### config.mk
export PLATFORM = sky130hd
export DESIGN_NAME = load_store_unit
export DESIGN_NICKNAME = d
export VERILOG_FILES = /design/src/rtl/lsu_pkg.sv /design/src/rtl/lsu_byte_lane.sv /design/src/rtl/load_store_unit.sv
export SDC_FILE = /design/constraint.sdc
export NUM_CORES = 1
export LEC_CHECK = 0
export ABC_AREA = 1
export CAP_MARGIN = 40
export CELL_PAD_IN_SITES_DETAIL_PLACEMENT = 1
export CELL_PAD_IN_SITES_GLOBAL_PLACEMENT = 2
export CORE_MARGIN = 3
export CORE_UTILIZATION = 25
export DETAILED_ROUTE_END_ITERATION = 12
export PLACE_DENSITY_LB_ADDON = 0.05
export SYNTH_ARGS = -nofsm -noshare
export SYNTH_HDL_FRONTEND = slang
export SYNTH_SLANG_ARGS = --single-unit
export TNS_END_PERCENT = 20
### constraint.sdc
create_clock -name clk -period 4.18 [get_ports clk]
set_input_delay 0.418 -clock clk [delete_from_list [all_inputs] [get_ports clk]]
set_output_delay 0.418 -clock clk [all_outputs]
set_load 0.01 [all_outputs]
### src/rtl/lsu_pkg.sv
// Shared encodings and address helpers for the load/store unit.
// Optional misalignment trapping is selected with the LSU_MISALIGN_TRAP_EN macro.
package lsu_pkg;

    localparam logic [1:0] SZ_BYTE = 2'd0;
    localparam logic [1:0] SZ_HALF = 2'd1;
    localparam logic [1:0] SZ_WORD = 2'd2;

    typedef enum logic [1:0] {
        IDLE   = 2'd0,
        RMW_RD = 2'd1,
        RMW_WR = 2'd2
    } lsu_state_e;

    // Encoding 3 is folded onto word so downstream logic only sees three sizes.
    function automatic logic [1:0] norm_size(input logic [1:0] size);
        logic [1:0] r;
        r = (size == SZ_BYTE || size == SZ_HALF) ? size : SZ_WORD;
        return r;
    endfunction

    function automatic logic is_misaligned(input logic [1:0] size, input logic [1:0] lo);
        logic r;
        case (norm_size(size))
            SZ_HALF: r = lo[0];
            SZ_WORD: r = |lo;
            default: r = 1'b0;
        endcase
        return r;
    endfunction

    function automatic logic [1:0] align_lo(input logic [1:0] size, input logic [1:0] lo);
        logic [1:0] r;
        case (norm_size(size))
            SZ_BYTE: r = lo;
            SZ_HALF: r = {lo[1], 1'b0};
            default: r = 2'b00;
        endcase
        return r;
    endfunction

endpackage

### src/rtl/lsu_byte_lane.sv
// Little-endian lane steering: merges store data into an old word and
// extracts/extends a load lane from a read word. Purely combinational.
module lsu_byte_lane
    import lsu_pkg::*;
(
    input  logic [31:0] st_old_i,
    input  logic [31:0] st_data_i,
    input  logic [1:0]  st_lo_i,
    input  logic [1:0]  st_size_i,
    output logic [31:0] st_word_o,
    input  logic [31:0] ld_word_i,
    input  logic [1:0]  ld_lo_i,
    input  logic [1:0]  ld_size_i,
    input  logic        ld_unsigned_i,
    output logic [31:0] ld_data_o
);

    logic [7:0]  ld_byte;
    logic [15:0] ld_half;
    logic        ld_sext;

    always_comb begin
        st_word_o = st_old_i;
        case (st_size_i)
            SZ_BYTE: st_word_o[{st_lo_i, 3'b000} +: 8]     = st_data_i[7:0];
            SZ_HALF: st_word_o[{st_lo_i[1], 4'b0000} +: 16] = st_data_i[15:0];
            default: st_word_o = st_data_i;
        endcase
    end

    assign ld_byte = ld_word_i[{ld_lo_i, 3'b000} +: 8];
    assign ld_half = ld_word_i[{ld_lo_i[1], 4'b0000} +: 16];

    always_comb begin
        ld_sext   = 1'b0;
        ld_data_o = ld_word_i;
        case (ld_size_i)
            SZ_BYTE: begin
                ld_sext   = ~ld_unsigned_i & ld_byte[7];
                ld_data_o = {{24{ld_sext}}, ld_byte};
            end
            SZ_HALF: begin
                ld_sext   = ~ld_unsigned_i & ld_half[15];
                ld_data_o = {{16{ld_sext}}, ld_half};
            end
            default: ld_data_o = ld_word_i;
        endcase
    end

endmodule

### src/rtl/load_store_unit.sv
// Byte-addressed load/store front end for a word-wide data memory; sub-word
// stores use read-modify-write. Define LSU_MISALIGN_TRAP_EN to trap misaligned accesses.
module load_store_unit
    import lsu_pkg::*;
#(
    parameter int MEM_AW = 10,
    parameter int DATA_W = 32
) (
    input  logic              clk,
    input  logic              rst,
    input  logic              req_valid,
    output logic              req_ready,
    input  logic              req_write,
    input  logic [1:0]        req_size,
    input  logic              req_unsigned,
    input  logic [31:0]       req_addr,
    input  logic [DATA_W-1:0] req_wdata,
    output logic              resp_valid,
    output logic [DATA_W-1:0] resp_rdata,
    output logic              resp_err,
    output logic              mem_read,
    output logic              mem_write,
    output logic [31:0]       mem_addr,
    output logic [DATA_W-1:0] mem_din,
    input  logic [DATA_W-1:0] mem_dout
);

    localparam int BA_W = MEM_AW + 2;

    lsu_state_e        state_q, state_d;
    logic [BA_W-1:0]   addr_q, addr_d;
    logic [1:0]        size_q, size_d;
    logic [DATA_W-1:0] wdata_q, wdata_d;
    logic [DATA_W-1:0] merge_q, merge_d;
    logic              resp_valid_q, resp_valid_d;
    logic              resp_err_q, resp_err_d;
    logic [DATA_W-1:0] resp_rdata_q, resp_rdata_d;

    logic [1:0]        req_sz;
    logic              mis;
    logic [BA_W-1:0]   req_ba;
    logic              accept;
    logic [DATA_W-1:0] st_word;
    logic [DATA_W-1:0] ld_data;
    logic              unused_addr_hi;

    assign req_sz = norm_size(req_size);

`ifdef LSU_MISALIGN_TRAP_EN
    assign mis    = is_misaligned(req_sz, req_addr[1:0]);
    assign req_ba = req_addr[BA_W-1:0];
`else
    assign mis    = 1'b0;
    assign req_ba = {req_addr[BA_W-1:2], align_lo(req_sz, req_addr[1:0])};
`endif

    // Address bits above the memory window are deliberately ignored (wrap).
    assign unused_addr_hi = ^req_addr[31:BA_W];

    assign req_ready = (state_q == IDLE);
    assign accept    = req_valid && req_ready && !rst;

    lsu_byte_lane u_lane (
        .st_old_i      (mem_dout),
        .st_data_i     (wdata_q),
        .st_lo_i       (addr_q[1:0]),
        .st_size_i     (size_q),
        .st_word_o     (st_word),
        .ld_word_i     (mem_dout),
        .ld_lo_i       (req_ba[1:0]),
        .ld_size_i     (req_sz),
        .ld_unsigned_i (req_unsigned),
        .ld_data_o     (ld_data)
    );

    // Memory strobes are combinational so loads and word stores finish in one cycle.
    always_comb begin
        mem_read  = 1'b0;
        mem_write = 1'b0;
        mem_addr  = '0;
        mem_din   = req_wdata;
        mem_addr[MEM_AW-1:0] = req_ba[BA_W-1:2];
        case (state_q)
            IDLE: begin
                if (accept && !mis) begin
                    mem_read  = !req_write;
                    mem_write = req_write && (req_sz == SZ_WORD);
                end
            end
            RMW_RD: begin
                mem_read = !rst;
                mem_addr[MEM_AW-1:0] = addr_q[BA_W-1:2];
            end
            RMW_WR: begin
                mem_write = !rst;
                mem_addr[MEM_AW-1:0] = addr_q[BA_W-1:2];
                mem_din   = merge_q;
            end
            default: ;
        endcase
    end

    always_comb begin
        state_d      = state_q;
        addr_d       = addr_q;
        size_d       = size_q;
        wdata_d      = wdata_q;
        merge_d      = merge_q;
        resp_valid_d = 1'b0;
        resp_err_d   = 1'b0;
        resp_rdata_d = '0;
        case (state_q)
            IDLE: begin
                if (accept) begin
                    resp_valid_d = 1'b1;
                    if (mis) begin
                        resp_err_d = 1'b1;
                    end else if (!req_write) begin
                        resp_rdata_d = ld_data;
                    end else if (req_sz != SZ_WORD) begin
                        resp_valid_d = 1'b0;
                        state_d      = RMW_RD;
                        addr_d       = req_ba;
                        size_d       = req_sz;
                        wdata_d      = req_wdata;
                    end
                end
            end
            RMW_RD: begin
                merge_d = st_word;
                state_d = RMW_WR;
            end
            RMW_WR: begin
                state_d      = IDLE;
                resp_valid_d = 1'b1;
            end
            default: state_d = IDLE;
        endcase
    end

    always_ff @(posedge clk) begin
        if (rst) begin
            state_q      <= IDLE;
            merge_q      <= '0;
            resp_valid_q <= 1'b0;
            resp_err_q   <= 1'b0;
            resp_rdata_q <= '0;
        end else begin
            state_q      <= state_d;
            merge_q      <= merge_d;
            resp_valid_q <= resp_valid_d;
            resp_err_q   <= resp_err_d;
            resp_rdata_q <= resp_rdata_d;
        end
    end

    // Captured request fields are only meaningful inside an RMW, so they carry no reset.
    always_ff @(posedge clk) begin
        addr_q  <= addr_d;
        size_q  <= size_d;
        wdata_q <= wdata_d;
    end

    assign resp_valid = resp_valid_q;
    assign resp_rdata = resp_rdata_q;
    assign resp_err   = resp_err_q;

endmodule

# Word-level counts from Yosys, hierarchy flattened
# Cells that the tools add are included.
word_totals:
  reg_bits: 113
  inputBits: 103
  out_inout_bits: 101
  elab_cells: 68
classes:
  n_addsub: 2
  eq_ne: 11
  shift: 6
  muxes: 21
  n_bitwise: 5
  reduce_logical: 16
op_table:
  columns: ["operator", "n"]
  rows:
  - ["32-bit one-hot mux with 2 select lines", 2]
  - ["32-bit bitwise mux", 2]
  - ["32-bit two-way mux", 1]
  - ["16-bit by 7-bit variable shift with 32-bit output (first input constant)", 1]
  - ["8-bit by 7-bit variable shift with 32-bit output (first input constant)", 1]
  - ["16-bit by 7-bit indexed part select with 32-bit output", 1]
  - ["32-bit by 6-bit indexed part select with 16-bit output", 1]
  - ["32-bit by 6-bit indexed part select with 8-bit output", 1]
  - ["8-bit by 7-bit indexed part select with 32-bit output", 1]
  - ["5-bit negator with 7-bit output", 2]
  - ["2-bit by 1-bit == test with 1-bit output (second input constant)", 5]
  - ["2-bit zero test", 5]
  - ["10-bit two-way mux", 1]
  - ["2-bit two-way mux", 5]
  - ["2-bit one-hot mux with 2 select lines", 2]
  - ["2-bit by 1-bit != test with 1-bit output (second input constant)", 3]
  - ["1-bit one-hot mux with 2 select lines", 3]
  - ["1-bit two-way mux", 5]
  - ["2-bit == test (second input constant)", 2]
  - ["4-bit AND reduction", 1]
  - ["4-bit OR reduction", 1]
  - ["1-bit logical AND", 3]
  - ["1-bit inverter", 3]
  - ["3-bit AND reduction", 1]
  - ["5 further kinds", 8]

# Depth between registers and ports, before layout
# Gate-level depths: netlist of run 1.
depth:
  depth_word: 11
  mapped_depth: 11

# Hierarchy
# From an unflattened synthesis of run 1, not the netlist that was laid out.
hier_totals:
  hier_cells: 909
  hier_area_um2: 6408.6
modules_own_cells:
  columns: ["module", "n_inst", "cells_per_inst", "area_per_inst_um2", "seq_area_each_um2"]
  rows:
  - ["load_store_unit", 1, 459, 4324.1, 2722.6]
  - ["lsu_byte_lane", 1, 450, 2084.5, 0.0]

# Worst setup path after synthesis of run 1
# No wires, ideal clock.
synth_timing:
  path_kind: "register to register"
  start: "register state_q[0]"
  end: "register addr_q[0], enable pin"
  arrival_ns: 2.764
  t_required_ns: 3.730
  slack_ns: 0.966
  stages_incl_launch_ff: 5
  period_less_slack_ns: 3.214
  path_cell_list: "dfxtp_1 -> inv_1 -> ha_1 -> nand3_2 -> nor2_1"
synth_via:
  elab_chain_cells: 4
synth_rtl:
  columns: ["item", "line", "source"]
  rows:
  - ["from (decl)", "load_store_unit.sv:30", "lsu_state_e state_q, state_d;"]
  - ["from (signal assigned)", "load_store_unit.sv:149", "state_q <= state_d;"]
  - ["2-bit zero test *", "load_store_unit.sv:60", "assign req_ready = (state_q == IDLE);"]
  - ["named net req_ready", "load_store_unit.sv:12", "output logic req_ready,"]
  - ["1-bit logical AND (2 in series)", "load_store_unit.sv:61", "assign accept = req_valid && req_ready && !rst;"]
  - ["4-bit AND reduction (no line) *", null, null]
  - ["to (signal assigned)", "load_store_unit.sv:159", "addr_q <= addr_d;"]
  - ["to (decl)", "load_store_unit.sv:31", "logic [BA_W-1:0] addr_q, addr_d;"]
# The timed path passes the listed nets; every way through them passes the cells marked *.
# A chain may end at the register's enable or synchronous reset.

# Final worst setup path of run 1
layout_timing:
  start: "register state_q[0]"
  end: "output mem_din[31]"
layout_via:
  elab_chain_cells: 2
layout_rtl:
  columns: ["item", "line", "source"]
  rows:
  - ["2-bit == test", "load_store_unit.sv:83", "case (state_q)"]
  - ["32-bit two-way mux", "load_store_unit.sv:83", null]
  - ["to (decl)", "load_store_unit.sv:24", "output logic [DATA_W-1:0] mem_din,"]
# No other way between the ends.

==> results.yml, run 1 <==
status:
  status: "finished clean"
grt:
  grt_util_met2: 0.3251
  grtUsageMet3: 0.04019
  grt_pass1_wl_um: 35320
  grt.busiest_layer: "met2"
  overflow: 0
  grt_max_degree: 42
  grt_use_met1: 0.2385
  grtUsageTotal: 0.1883
  grt_pass1_vias: 5941
  antenna_found_initial: 0
drt:
  antenna_left: 0
  post-route-drc-count: 0
  vias: 5580
  dr.pass1.iters: 4
  avgRoutedWirePerCell_um: 20.27
  routed_wl_um: 23640
  drtIter0Drc: 217
  vias_per_cell: 4.786
logic_synthesis:
  async_flop_share: 0
  synth_top_cell_area_share: 0.2385
  synth_fa_ha_area_frac: 0.01945
  yosysTopAreaCell: "edfxtp_1"
  yosysSeqAreaShare: 0.4702
  synthCells: 720
  synthSimpleGateAreaFrac: 0.1675
  synth_most_common_cell: "nand2_1"
  synth_top_family_by_area: "compound AO/OA/AOI/OAI gates"
  synthMuxAreaShare: 0.01945
  synthTopCellsByArea: "edfxtp_1 24%, dfxtp_1 23%, nand2_1 10%, a21oi_1 9.2%, o21ai_0 7.6%"
  synth_xor_area_frac: 0
  ys_dominant_reg_cell: "dfxtp_1"
  yosys_warnings: 0
  synth_edf_count: 46
  ys_ff_latch: 113
  synth_commonest_cells: "161 x nand2_1, 106 x a21oi_1, 88 x o21ai_0"
  synth_area_per_cell_um2: 8.042
  syn_area_um2: 5791
  synth_compound_area_frac: 0.2273
  yosys.cell_types.count: 31
final_layout:
  fillers: 2693
  drive_gt1_frac: 0.08513
  utilization: 0.3609
  nNetsFinal: 980
  area_delta_synth_final_pct: 41.53
  multi_input_area_um2: 2605
  antenna_cells: 0
  register_area_um2: 2723
sta:
  max_freq_mhz: 308.1
  rsz0062_at_grt: "false"
  tightest_slew_ps: 881.7
  slew_headroom: 0.4122
  hold_viol: 0
  tns_ps: 0
  setup-violations-final: 0
  clock_skew_ps: 10.41
  fin_crit_sh: 0.7764
  final_period_minus_worst_setup_slack_ps: 3245
  slew_viol_final: 0
clocking:
  cts_setup_buffers: 0
  cts.clk_slew.worst_paths_ps: 60
  cts_buffers: 17
  cts_tree: "done"
  cts.sinks: 113
  clk_latency_ps: 420
  clock_tree.root_cell: "clkbuf_16"
  clk_path_buf_depth: 2
  ctsResizeCount: 0
  cts_hold_buf: 0
  cts_max_level: 4
die:
  ios: 204
  die_w_um: 158.2
  dieArea_um2: 25020
  core_area_um2: 22710
  dieHeight_um: 158.2
  start_util: 0.2550
  rows: 55
placement:
  gp_congestion: 0.8661
  io_buffers: 160
  place_hpwl_um: 18030
critical_path:
  crit_path_end_kind: "output port"
  rr_startpoint: "addr_q[0]$_DFFE_PP_"
  startpoint_type: "flip-flop"
  critPathMaxStageDelay_ps: 540
  critPathLaunch: "state_q[0]$_SDFFE_PP0P_"
  cpMaxStageDelayCell: "clkdlybuf4s50_1"
  crit_required_ps: 3760
  path_cells: "inv_1 > ha_1 > buf_4 > inv_1 > buf_4 > nand2_1 > nand2_1 > clkdlybuf4s50_1"
  worst_r2r_path_depth: 9
  arrival_ps: 2830
  crit_type: "reg2out"
  critPathMaxFanout: 26
pwr:
  power_density_nw_per_um2: 533.3
  vdd_drop_max_uv: 249.9
  power.leakage_uw: 0.003185
flow_run:
  max_cap_viol_count: 0
hold_path:
  holdCritStartpoint: "merge_q[21]$_SDFFE_PP0P_"
  hold_path.class: "reg2reg"
  hold_path_depth: 2
-- registers in the layout, summed over array words and instances (netlist names) --
signal and count:
wdata_q 32, resp_valid 1, addr_q 12, state_q 2, size_q 2, merge_q 32
resp_rdata 32
-- layout by cell type, fill, tap and decap left out, types with 7 or more instances in the layout --
master           count
a21oi_2             11
nand2_1            161
ha_1                 9
dfxtp_1             67
buf_4                9
clkdlybuf4s50_1    160
mux2_2              10
edfxtp_1            46
conb_1              23
inv_1               51
nor2_1              22
nor2_4               7
o21ai_0             88
clkbuf_16           22
a21oi_1            106
nand3_1             32
o211ai_1            24
-- kinds of logic after synthesis --
kind of cell | count (synthesis)
AO/OA/AOI/OAI | 239
adder cells (fa/ha/maj) | 9
buffers and inverters | 118
flip-flops | 113
multiplexers | 10
other | 1
AND/OR/NAND/NOR | 230
-- power by group --
part	internal (µW)	switching, µW	total [µW]
Combinational	653	790	1440
Sequential	1320	79.9	1400
Clock	984	548	1530
Total	2950	1420	4370
-- metrics by stage --
step                worst slack [ps]  area, µm²  power, µW  hold slack, ps  instances
floorplan                      965.9       5873       2174           478.4        742
global placement                1276       7564       2861           507.9       1134
detailed placement              1230       7564       2886           501.8       1134
CTS                            856.2       8195       4432           518.7       1166
global route                   627.3       8195       4645           561.1       1166
finish                         934.8       8195       4371           513.2       1166
-- worst max-delay path: cells and delay by family, from the launching register on --
| family | cells | cell delay (ps) |
|---|---|---|
| buffers and inverters | 5 | 1670 |
| adder cells (fa/ha/maj) | 1 | 200 |
| AND/OR/NAND/NOR | 2 | 160 |
| flip-flops | 1 | 370 |
-- cell type report --
type | instances | area share
Sequential cell | 113 | 0.3322
Multi-Input combinational cell | 511 | 0.3179
Timing Repair Buffer | 169 | 0.2037
Clock buffer | 27 | 0.07313
Tap cell | 285 | 0.04351
Inverter | 56 | 0.02565
Clock inverter | 5 | 0.003969
-- worst paths after layout --
kind | endpoint | slack [ps]
min reg2reg | merge_q[21]$_SDFFE_PP0P_ | 510
max | mem_din[31] | 930
min | merge_q[21]$_SDFFE_PP0P_ | 510
max reg2reg | merge_q[1]$_SDFFE_PP0P_ | 1820
-- layer usage --
metal | share of wire | vias to the layer above
met5 | 0 | -
met4 | 0.017 | 0
met3 | 0.046 | 20
met2 | 0.49 | 149
met1 | 0.44 | 2705
li1 | - | 2706
Note: power is estimated with default switching activity, not from simulation.
==> inputs of run 2 (changes only) <==
==> constraint.sdc (replaced) <==
create_clock -name clk -period 3.1 [get_ports clk]
set_input_delay 0.31 -clock clk [delete_from_list [all_inputs] [get_ports clk]]
set_output_delay 0.31 -clock clk [all_outputs]
set_load 0.01 [all_outputs]
==> run 2 against run 1 <==
Net effect: global-route usage up 0.22 points; critical path depth fell by 1; routed wire length up 0.14%; combinational power is 36% higher; highest routed layer unchanged.
==> results.yml, run 2 (synthesis results as in run 1) <==
status:
  status: "finished clean"
critical_path:
  cp_num_buf_inv: 3
  cpMaxStageDelayCell: "clkdlybuf4s50_1"
  arrival_ps: 2370
  critPathMaxStageDelay_ps: 570
  path_cells: "inv_1 > ha_1 > nand3_2 > nor2_4 > clkinv_1 > o21ai_0 > clkdlybuf4s50_1"
  rr_startpoint: "addr_q[0]$_DFFE_PP_"
  startpoint_type: "flip-flop"
  critPathTopFamily: "buffers and inverters"
  crit_type: "reg2out"
  critPathMaxFanout: 9
  crit_path_end_kind: "output port"
  critPathLaunch: "state_q[0]$_SDFFE_PP0P_"
  crit_required_ps: 2790
die:
  dieHeight_um: 158.2
  core_area_um2: 22710
  ios: 204
  die_w_um: 158.2
  rows: 55
  start_util: 0.2550
  dieArea_um2: 25020
sta:
  clock_skew_ps: 12.48
  tns_ps: 0
  tightest_slew_ps: 852.8
  final_period_minus_worst_setup_slack_ps: 2678
  worst_slack_ps: 422.0
  whs_ps: 459.3
  slew_headroom: 0.4315
  slew_viol_final: 0
  fin_crit_sh: 0.8639
  hold_viol: 0
  setup-violations-final: 0
  rsz0062_at_grt: "false"
  max_freq_mhz: 373.4
drt:
  vias_per_cell: 4.751
  dr.pass1.iters: 4
  antenna_left: 0
  routed_wl_um: 23670
  drtIter0Drc: 222
  vias: 5549
  avgRoutedWirePerCell_um: 20.27
  post-route-drc-count: 0
hold_path:
  holdCritStartpoint: "req_addr[8]"
  hold_path.class: "in2reg"
clocking:
  clk_path_buf_depth: 2
  clk_latency_ps: 430
  cts_max_level: 4
  cts.clk_slew.worst_paths_ps: 70
  cts_hold_buf: 0
  cts_buffers: 17
  clock_tree.root_cell: "clkbuf_16"
  ctsResizeCount: 0
  cts_setup_buffers: 0
  cts_tree: "done"
  cts.sinks: 113
pwr:
  power.leakage_uw: 0.003188
  vdd_drop_max_uv: 303.3
  power_density_nw_per_um2: 729.3
placement:
  io_buffers: 160
  place_hpwl_um: 18110
  pre_cts_ws_ps: 607.4
  gp_congestion: 0.8440
  post_dp_cell_area_um2: 7591
final_layout:
  nNetsFinal: 982
  drive_gt1_frac: 0.08834
  final_cell_mix: "161 x nand2_1, 160 x clkdlybuf4s50_1, 106 x a21oi_1"
  utilization: 0.3621
  area_delta_synth_final_pct: 42.01
  antenna_cells: 0
  fillers: 2686
  fin_area_um2: 8223
  layout_commonest_cell: "nand2_1"
grt:
  grt_max_degree: 47
  grt_pass1_vias: 5983
  antenna_found_initial: 0
  grtUsageTotal: 0.1904
  grt_pass1_wl_um: 35760
  overflow: 0
flow_run:
  max_cap_viol_count: 0
-- run 2: cell count changes in the layout (fill, tap and decap cells not counted), moves of 2 or more --
cell	delta
bufinv_16	+4
clkbuf_16	-5
clkbuf_1	-2
clkbuf_8	-3
inv_6	+5
clkinv_2	-2
-- run 2: power by group --
part	internal, µW	switching, µW	leakage (µW)
sequential	1770	108	0.000964
clock	1360	798	0.000307
combinational	894	1070	0.00192
total	4020	1970	0.00319
-- run 2: path summary, 6_finish.rpt --
kind                                   end  slack, ps  cells after the start
setup reg to reg   merge_q[0]$_SDFFE_PP0P_        650                      9
hold reg to reg   merge_q[23]$_SDFFE_PP0P_        510                      2
hold / removal         addr_q[8]$_DFFE_PP_        460                      1
setup / recovery                  mem_read        420                      7
-- run 2: layout make-up --
class                           instances  area [µm²]  share of cell area
Inverter                               56       210.2             0.02556
Sequential cell                       113        2723              0.3311
Multi-Input combinational cell        511        2605              0.3168
Clock buffer                           17       425.4             0.05173
Timing Repair Buffer                  171        1697              0.2063
Clock inverter                         15       206.4             0.02511
Tap cell                              285       356.6             0.04337
-- run 2: metrics by stage --
step,std cells,power [µW]
2_1_floorplan,742,2932
3_3_place_gp,1136,3878
3_5_place_dp,1136,3898
4_1_cts,1168,6102
5_1_grt,1168,6356
6_report,1168,5997
-- run 2: routing by layer --
| metal | share of wire | track usage |
|---|---|---|
| met2 | 0.49 | 0.3235 |
| met5 | 0 | 0 |
| met1 | 0.44 | 0.2394 |
| met4 | 0.020 | 0.05817 |
| met3 | 0.046 | 0.04593 |
